<file path="src/rtl/spike_rate_decoder_pkg.sv">
// Shared definitions for the PWM spike-rate decoder.
// Window length helper and decoder FSM state type.
package spike_rate_decoder_pkg;

   localparam int DEF_CHANNELS = 8;
   localparam int DEF_WIDTH    = 6;

   function automatic int window_of(input int width);
      return 1 << width;
   endfunction

   localparam int WINDOW = window_of(DEF_WIDTH);

   typedef enum logic [0:0] {
      ST_IDLE = 1'b0,
      ST_RUN  = 1'b1
   } state_e;

endpackage

</file>
<file path="src/rtl/spike_rate_decoder_counter.sv">
// Per-channel saturating high-cycle counter.
// Exposes the would-be next count so the window end can capture it.
module spike_counter
   import spike_rate_decoder_pkg::*;
#(
   parameter int WIDTH = DEF_WIDTH
) (
   input  logic             clk,
   input  logic             reset,
   input  logic             inc_i,
   input  logic             adv_i,
   input  logic             clear_i,
   input  logic             load_i,
   output logic [WIDTH-1:0] sum_o,
   output logic             sat_o
);

   localparam logic [WIDTH-1:0] MAX = '1;

   logic [WIDTH-1:0] cnt_q;
   logic [WIDTH-1:0] cnt_d;
   logic             full;

   assign full  = (cnt_q == MAX);
   assign sum_o = full ? MAX : cnt_q + WIDTH'(inc_i);
   assign sat_o = full & inc_i;

   // load restarts a window with this cycle's spike; clear ends one
   always_comb begin
      cnt_d = cnt_q;
      if (load_i) begin
         cnt_d = WIDTH'(inc_i);
      end else if (clear_i) begin
         cnt_d = '0;
      end else if (adv_i) begin
         cnt_d = sum_o;
      end
   end

   // counter register
   always_ff @(posedge clk or posedge reset) begin
      if (reset) begin
         cnt_q <= '0;
      end else begin
         cnt_q <= cnt_d;
      end
   end

endmodule

</file>
<file path="src/rtl/spike_rate_decoder.sv">
// Decodes CHANNELS PWM spike lines into duty-cycle values
// over a 2**WIDTH cycle window, with a one-cycle valid strobe.
module spike_rate_decoder
   import spike_rate_decoder_pkg::*;
#(
   parameter int CHANNELS     = DEF_CHANNELS,
   parameter int WIDTH        = DEF_WIDTH,
   parameter int REQUIRE_SYNC = 1
) (
   input  logic                      clk,
   input  logic                      reset,
   input  logic                      enable,
   input  logic                      sync,
   input  logic [CHANNELS-1:0]       spikes,
   output logic [CHANNELS*WIDTH-1:0] values,
   output logic                      valid,
   output logic [CHANNELS-1:0]       saturated
);

   localparam logic [WIDTH-1:0] PMAX =
      WIDTH'(window_of(WIDTH) - 1);
   localparam state_e RST_STATE =
      (REQUIRE_SYNC != 0) ? ST_IDLE : ST_RUN;

   state_e                      state_q;
   state_e                      state_d;
   logic [WIDTH-1:0]            phase_q;
   logic [WIDTH-1:0]            phase_d;
   logic [CHANNELS*WIDTH-1:0]   values_q;
   logic [CHANNELS*WIDTH-1:0]   values_d;
   logic [CHANNELS-1:0]         sat_q;
   logic [CHANNELS-1:0]         sat_d;
   logic                        valid_q;
   logic                        valid_d;

   logic [CHANNELS-1:0][WIDTH-1:0] sums;
   logic [CHANNELS-1:0]            sat_vec;

   logic run_adv;
   logic start;
   logic last;
   logic idle;

   assign idle    = (state_q == ST_IDLE);
   assign run_adv = enable & (state_q == ST_RUN);
   // sync only acts on enabled cycles; it wins over window end
   assign start   = enable & sync;
   assign last    = run_adv & ~sync & (phase_q == PMAX);

   for (genvar i = 0; i < CHANNELS; i++) begin : g_ch
      spike_counter #(
         .WIDTH (WIDTH)
      ) u_cnt (
         .clk     (clk),
         .reset   (reset),
         .inc_i   (spikes[i]),
         .adv_i   (run_adv),
         .clear_i (last | idle),
         .load_i  (start),
         .sum_o   (sums[i]),
         .sat_o   (sat_vec[i])
      );
   end

   // phase, FSM and output capture
   always_comb begin
      state_d  = state_q;
      phase_d  = phase_q;
      values_d = values_q;
      sat_d    = sat_q;
      valid_d  = 1'b0;
      if (start) begin
         state_d = ST_RUN;
         phase_d = WIDTH'(1);
      end else if (last) begin
         phase_d  = '0;
         values_d = sums;
         sat_d    = sat_vec;
         valid_d  = 1'b1;
      end else if (run_adv) begin
         phase_d = phase_q + WIDTH'(1);
      end
   end

   // state registers
   always_ff @(posedge clk or posedge reset) begin
      if (reset) begin
         state_q  <= RST_STATE;
         phase_q  <= '0;
         values_q <= '0;
         sat_q    <= '0;
         valid_q  <= 1'b0;
      end else begin
         state_q  <= state_d;
         phase_q  <= phase_d;
         values_q <= values_d;
         sat_q    <= sat_d;
         valid_q  <= valid_d;
      end
   end

   assign values    = values_q;
   assign valid     = valid_q;
   assign saturated = sat_q;

endmodule

</file>
<file path="config.mk">
export PLATFORM = sky130hd
export DESIGN_NAME = spike_rate_decoder
export DESIGN_NICKNAME = d
export VERILOG_FILES = /design/src/rtl/spike_rate_decoder_pkg.sv /design/src/rtl/spike_rate_decoder_counter.sv /design/src/rtl/spike_rate_decoder.sv
export SDC_FILE = /design/constraint.sdc
export NUM_CORES = 1
export LEC_CHECK = 0
export ABC_AREA = 0
export ABC_CLOCK_PERIOD_IN_PS = 3200
export BUFFER_PORTS_ARGS = -buffer_cell sky130_fd_sc_hd__buf_2
export CAP_MARGIN = 20
export CORE_ASPECT_RATIO = 1.25
export CORE_MARGIN = 3
export CORE_UTILIZATION = 45
export CTS_CLUSTER_SIZE = 16
export DETAILED_ROUTE_END_ITERATION = 8
export GPL_ROUTABILITY_DRIVEN = 0
export GPL_TIMING_DRIVEN = 0
export PLACE_DENSITY = 0.66
export REMOVE_ABC_BUFFERS = 1
export SYNTH_ARGS = -nofsm -noshare
export SYNTH_HDL_FRONTEND = slang
export SYNTH_HIERARCHICAL = 1
export SYNTH_SLANG_ARGS = --single-unit
</file>
<file path="constraint.sdc">
create_clock -name clk -period 3.2 [get_ports clk]
set_input_delay 0.16 -clock clk [delete_from_list [all_inputs] [get_ports clk]]
set_output_delay 0.16 -clock clk [all_outputs]
set_load 0.005 [all_outputs]
</file>
==> results by group, run 1 <==
CTS
  • TritonCTS clock tree: yes
  • CTS Root Cell: clkbuf_16
  • H-tree levels: 3
  • Clock-pin slew on the worst setup and hold paths: 70 ps
  • Post-CTS Setup Repair Bufs: 0
  • Number of buffers created by CTS: 9
  • Worst-Skew Late Latency: 350 ps
  • Sink Count: 112
  • Clock Tree Buf Depth: 2

Synth
  • Adder-cell share of the synthesized area: 3.546%
  • Synthesized area: 0.005998 sq mm
  • Syn_area_per_cell: 8.731 sq um
  • Largest cells by area after synthesis: dfrtp_1, nand2_1, o21ai_0
  • Yosys reg bits: 112
  • Top cell type by total area after synthesis: dfrtp_1
  • Yosys warning count: 6
  • Synth cell count leaders: nand2_1, dfrtp_1, o21ai_0
  • Mux cell area share after synthesis: 2.482%
  • Compound-cell area share of the yosys netlist: 13.18%
  • Syn Inst Count: 687
  • Most used DFF post-synth: dfrtp_1
  • Sequential cell area fraction in the yosys report: 46.73%
  • Share of flip-flops with an asynchronous set or reset: 100.0%
  • Xor and xnor area share after synthesis: 2.628%
  • Distinct cell type count after synthesis: 40
  • Main combinational cell family by area after synthesis: simple AND/OR/NAND/NOR gates
  • Synthesized-area fraction occupied by and/or/nand/nor cells: 26.18%
  • Most frequent cell after synthesis: nand2_1
  • Post-synth EDFFs: 0
  • Top cell type's share of synthesized area: 46.73%

Timing
  • Max Clock Skew: 5.109 ps
  • Slew @ Worst Pin: 912.1 ps
  • Setup violators final: 0
  • Final hold vios: 0
  • Tcrit/Tclk final: 86.06%
  • Relative slew slack: 38.86%
  • Tightest hold margin: 63.22 ps
  • RSZ-0062 raised after global routing: no
  • Setup ws final: 446.0 ps
  • Fin crit period: 2754 ps
  • Max Slew Vio Count: 0
  • Fmax: 0.3631 GHz

Critical path
  • CP max FO: 33
  • Reg2Reg Launch Point: phase_q[1]
  • Crit. Startpoint: phase_q[1]
  • WS Path Type: register to register
  • Worst setup SP type: register
  • Critical Path RT: 3420 ps
  • Setup crit end kind: register
  • CP arrival: 2970 ps

Global route
  • Global route overflow: 0
  • Vias in the first global route: 4782
  • Largest net degree at the start of global routing: 55
  • Initial antenna violation count: 0
  • First-pass GRT wire length: 22690 um
  • GRT Resource Usage Total: 18.97%

Hold path
  • Worst hold path type: input pin to register
  • HP Start: enable

Finish
  • Final #Nets: 774
  • Layout cells sized above 1: 16.98%
  • Fin cells: 916
  • Multi-input gate area: 0.002889 sq mm
  • Fillers: 1222
  • Share of the core filled with cells: 52.67%
  • Area Growth Syn to Fin: 13.20%
  • Register area: 0.002803 sq mm
  • Diodes inserted: 0

Placement
  • Final HPWL DP: 9408 um
  • Post-Place Cells: 901
  • Pre-CTS setup slack: 147.7 ps
  • IO buf count: 68

Status
  • Status: finished clean

Power and ir drop
  • Pwr dens: 440.7 mW/mm^2
  • Clock power share: 35.0%
  • Sequential Power Share: 52.7%
  • Peak supply drop: 213.9 uV
  • Sw Pwr: 0.7701 mW
  • Sw Share: 25.73%
  • Logic pwr share: 12.2%
  • Cell Int Power: 2.223 mW
  • Static Leak: 3.644 nW
  • Overall Power: 2.993 mW

Route
  • Total wire length: 13220 um
  • Post-DRT Antenna Nets: 0
  • Drt via density: 5.425
  • Via count: 4969
  • Drt pass-1 iters: 4
  • First DRT Iteration DRCs: 274
  • Post-DR wirelength/cell: 14.43 um
  • Post-route DRC violation count: 0

Floorplanning
  • Num rows: 46
  • Number of I/O pins: 69
  • Die ar.: 0.01476 sq mm
  • Starting Density: 46.53%
  • Total core area: 0.01289 sq mm
  • Chip width: 109.3 um
  • Die H: 135.1 um

Job
  • Max-cap viol count: 0
[repair_timing]
item	in CTS	in global routing
hold buffers	1	0
gates resized for setup	0	1
hold endpoints to repair	69	0
endpoints found under the setup margin	0	40
[critical path, cell delays in order (launching register included)]
cell,delay [ps]
dfrtp_1,400
ha_1,220
nand4_1,150
or3_2,750
buf_12,280
nand2_2,380
nor2_1,200
o21ai_0,130
o21ai_0,100
[placed cells by master, fill, tap and decap left out, types with 8 or more instances in the layout]
cell,netlist,routed
nand2_1,235,234
ha_1,17,17
nor3_1,11,10
xor2_1,9,9
inv_1,38,36
and4_4,8,8
buf_2,5,68
a41oi_1,15,15
a311oi_1,8,8
clkbuf_16,0,9
dfrtp_1,112,112
nor2_1,25,25
a2111oi_2,8,8
nand2b_1,16,16
xnor2_1,9,9
a31oi_1,17,17
nand3_1,26,26
o21ai_0,49,49
[layer usage]
metal / wire (um) / global-route usage, % / part of all wire, %
met5: 0 / 0 / 0
met4: 220 / 7.277 / 1.7
met3: 502 / 2.822 / 3.8
met2: 6847 / 33.40 / 52
met1: 5649 / 23.21 / 43
[path summary, 6_finish.rpt]
check,end,slack [ps],cells after the start
max in group asynchronous,values[11],2080,4
worst min register to register,values[20],460,2
min in group asynchronous,g_ch[7].u_cnt/cnt_q[0],410,3
worst min-delay path,phase_q[1],60,2
worst max register to register,g_ch[5].u_cnt/cnt_q[0],450,8
worst max-delay path,g_ch[5].u_cnt/cnt_q[0],450,8
[cell families (layout without fill, tap and decap cells)]
kind of cell / Yosys count / after routing
buf+inv: 67 / 128
xor+xnor: 18 / 18
fa+ha+maj: 17 / 17
simple gates: 346 / 346
compound gates: 113 / 113
flops: 112 / 112
mux: 14 / 14
[power groups by stage]
stage	sequential, mW	clock [mW]	combinational (mW)
CTS	1.58	1.09	0.369
detailed placement	1.60	0	0.365
floorplan	1.58	0	0.274
global placement	1.59	0	0.341
global route	1.59	1.15	0.423
finish	1.58	1.05	0.366
[registers in the layout, indices dropped and copies added (netlist names)]
register and count:
g_ch.u_cnt/cnt_q 48, phase_q 6, saturated 8, state_q 1, valid 1, values 48
[cell type report]
| class | instances | share of cell area [%] |
|---|---|---|
| Multi-Input combinational cell | 508 | 42.55 |
| Sequential cell | 112 | 41.28 |
| Timing Repair Buffer | 76 | 6.947 |
| Clock buffer | 14 | 4.035 |
| Tap cell | 168 | 3.096 |
| Inverter | 38 | 2.101 |
[metrics by stage]
step                area, sq um  TNS [ps]
floorplan                  5826    -41300
CTS                        6788         0
detailed placement         6504         0
finish                     6790         0
global placement           6376   -204220
global route               6790         0
No activity file was read; power rests on OpenSTA's default activity.
==> inputs of run 2 (changes only) <==
Settings changed: GPL_TIMING_DRIVEN 0 to default.
==> results by group, run 2 (synthesis results as in run 1) <==
Status
  • Status: finished clean (unchanged)

Timing
  • Setup violators final: 0 (unchanged)
  • Max Clock Skew: 5.027 ps (was 5.109 ps)
  • Setup TNS Final: 0 ps (unchanged)
  • Tcrit/Tclk final: 76.06% (was 86.06%)
  • Slew @ Worst Pin: 867.8 ps (was 912.1 ps)
  • Final hold vios: 0 (unchanged)
  • Relative slew slack: 42.08% (was 38.86%)
  • Fmax: 0.4108 GHz (was 0.3631 GHz)
  • Max Slew Vio Count: 0 (unchanged)
  • RSZ-0062 raised after global routing: no (unchanged)
  • Fin crit period: 2434 ps (was 2754 ps)
  • Tightest hold margin: 57.61 ps (was 63.22 ps)

Global route
  • Initial antenna violation count: 0 (unchanged)
  • GRT Resource Usage Total: 18.47% (was 18.97%)
  • First-pass GRT wire length: 22130 um (was 22690 um)
  • Vias in the first global route: 4728 (was 4782)
  • Largest net degree at the start of global routing: 58 (was 55)
  • Global route overflow: 0 (unchanged)

CTS
  • Number of buffers created by CTS: 9 (unchanged)
  • Sink Count: 112 (unchanged)
  • Clock Tree Buf Depth: 2 (unchanged)
  • H-tree levels: 3 (unchanged)
  • CTS Root Cell: clkbuf_16 (unchanged)
  • Worst-Skew Late Latency: 350 ps (about the same)
  • Clock-pin slew on the worst setup and hold paths: 70 ps (about the same)
  • Post-CTS Setup Repair Bufs: 0 (unchanged)
  • TritonCTS clock tree: yes (unchanged)

Route
  • Post-route DRC violation count: 0 (unchanged)
  • Post-DRT Antenna Nets: 0 (unchanged)
  • Via count: 4941 (was 4969)
  • Drt pass-1 iters: 4 (unchanged)
  • Post-DR wirelength/cell: 14.29 um (was 14.43 um)
  • First DRT Iteration DRCs: 266 (was 274)
  • Drt via density: 5.388 (was 5.425)
  • Total wire length: 13100 um (was 13220 um)

Critical path
  • Crit. Startpoint: phase_q[0] (was phase_q[1])
  • Worst r2r dst: g_ch[6].u_cnt/cnt_q[0] (was g_ch[5].u_cnt/cnt_q[0])
  • R2r setup slk: 770 ps (was 450 ps)
  • CP arrival: 2660 ps (was 2970 ps)
  • Critical Path RT: 3430 ps (was 3420 ps)
  • Reg2Reg Launch Point: phase_q[0] (was phase_q[1])
  • Critical path cell sequence: ha_1 -> nand4_1 -> or3_2 -> nand2_1 -> nor2_1 -> o21ai_0 -> o21ai_0 (was ha_1 -> nand4_1 -> or3_2 -> buf_12 -> nand2_2 -> nor2_1 -> o21ai_0 -> o21ai_0)
  • WS Path Type: register to register (unchanged)
  • Setup crit end kind: register (unchanged)
  • Crit. path cell count: 7 (was 8)
  • CP peak stage delay: 580 ps (was 750 ps)
  • Crit-path slowest cell: nand2_1 (was or3_2)
  • Largest delay share family, worst path: simple AND/OR/NAND/NOR gates (unchanged)
  • Worst setup SP type: register (unchanged)
  • Cell mode on critical path: o21ai_0 (unchanged)
  • CP max FO: 15 (was 33)
  • Reg2reg path depth: 7 (was 8)
  • CP bufs+invs: 0 (was 1)

Placement
  • IO buf count: 68 (unchanged)
  • Final HPWL DP: 9271 um (was 9408 um)

Hold path
  • Hold endpoint: g_ch[1].u_cnt/cnt_q[0] (was phase_q[1])
  • Worst Hold Depth: 3 (was 2)
  • HP Start: spikes[1] (was enable)
  • Worst hold path type: input pin to register (unchanged)

Finish
  • Multi-input gate area: 0.002887 sq mm (was 0.002889 sq mm)
  • Fillers: 1220 (was 1222)
  • Register area: 0.002803 sq mm (unchanged)
  • Share of the core filled with cells: 52.14% (was 52.67%)
  • Final #Nets: 776 (was 774)
  • Most common cell after layout, fill and taps aside: nand2_1 (unchanged)
  • Area Growth Syn to Fin: 12.06% (was 13.20%)
  • Diodes inserted: 0 (unchanged)
  • Commonest non-fill, non-tap cells in the layout: nand2_1, dfrtp_1, buf_2 (unchanged)
  • Layout cells sized above 1: 17.09% (was 16.98%)

Floorplanning
  • Number of I/O pins: 69 (unchanged)
  • Starting Density: 46.53% (unchanged)
  • Num rows: 46 (unchanged)
  • Die H: 135.1 um (unchanged)
  • Total core area: 0.01289 sq mm (unchanged)
  • Die ar.: 0.01476 sq mm (unchanged)
  • Chip width: 109.3 um (unchanged)

Power and ir drop
  • Pwr dens: 440.5 mW/mm^2 (was 440.7 mW/mm^2)
  • Overall Power: 2.961 mW (was 2.993 mW)
  • Peak supply drop: 237.5 uV (was 213.9 uV)
  • Static Leak: 3.625 nW (was 3.644 nW)

Job
  • Max-cap viol count: 0 (unchanged)
## run 2: per-stage QoR
stage               setup WS (ps)  std cells  area (sq um)
floorplan                  -823.6        658          5826
global placement            897.8        903          6450
detailed placement          803.4        903          6450
CTS                         794.0        917          6721
global route                535.6        917          6721
finish                      766.0        917          6721
## run 2: routing by layer
layer  track usage [%]  vias up  wire [um]
met3             2.439       21        501
met4             8.039        0        276
li1                  -     2465          -
met1             23.00     2356       5690
met2             31.83       99       6632
met5                 0        -          0
## run 2: worst reg2reg max path: stages (launching register included)
cell and delay [ps]:
dfrtp_1 400, ha_1 210, nand4_1 140, or3_2 490
nand2_1 580, nor2_1 260, o21ai_0 140, o21ai_0 100
## run 2: timing repair
item / 4_1_cts / 5_1_grt
endpoints found under the hold margin: 56 / 0
hold buffers: 1 / 0
gates resized for setup: 0 / 0
## run 2: how the worst max path moves through the flow
stage,end
final,g_ch[6].u_cnt/cnt_q[0]
after global routing,g_ch[6].u_cnt/cnt_q[1]
after CTS,g_ch[5].u_cnt/cnt_q[3]
after detailed placement,g_ch[5].u_cnt/cnt_q[3]
after global placement,g_ch[7].u_cnt/cnt_q[0]
after floorplan,phase_q[3]
## run 2: area by class of cell
type / count / share of cell area (%)
clock inverter: 1 / 0.07446
inverter: 38 / 2.122
clock buffer: 12 / 3.816
multi-input combinational: 508 / 42.94
sequential: 112 / 41.70
timing repair buffer: 78 / 6.217
tap: 168 / 3.127
## run 2: power breakdown
group	total (mW)	internal (mW)	leakage, nW	switching, mW
clock network	1.03	0.557	0.130	0.470
logic	0.358	0.153	1.97	0.205
registers	1.58	1.48	1.52	0.0958
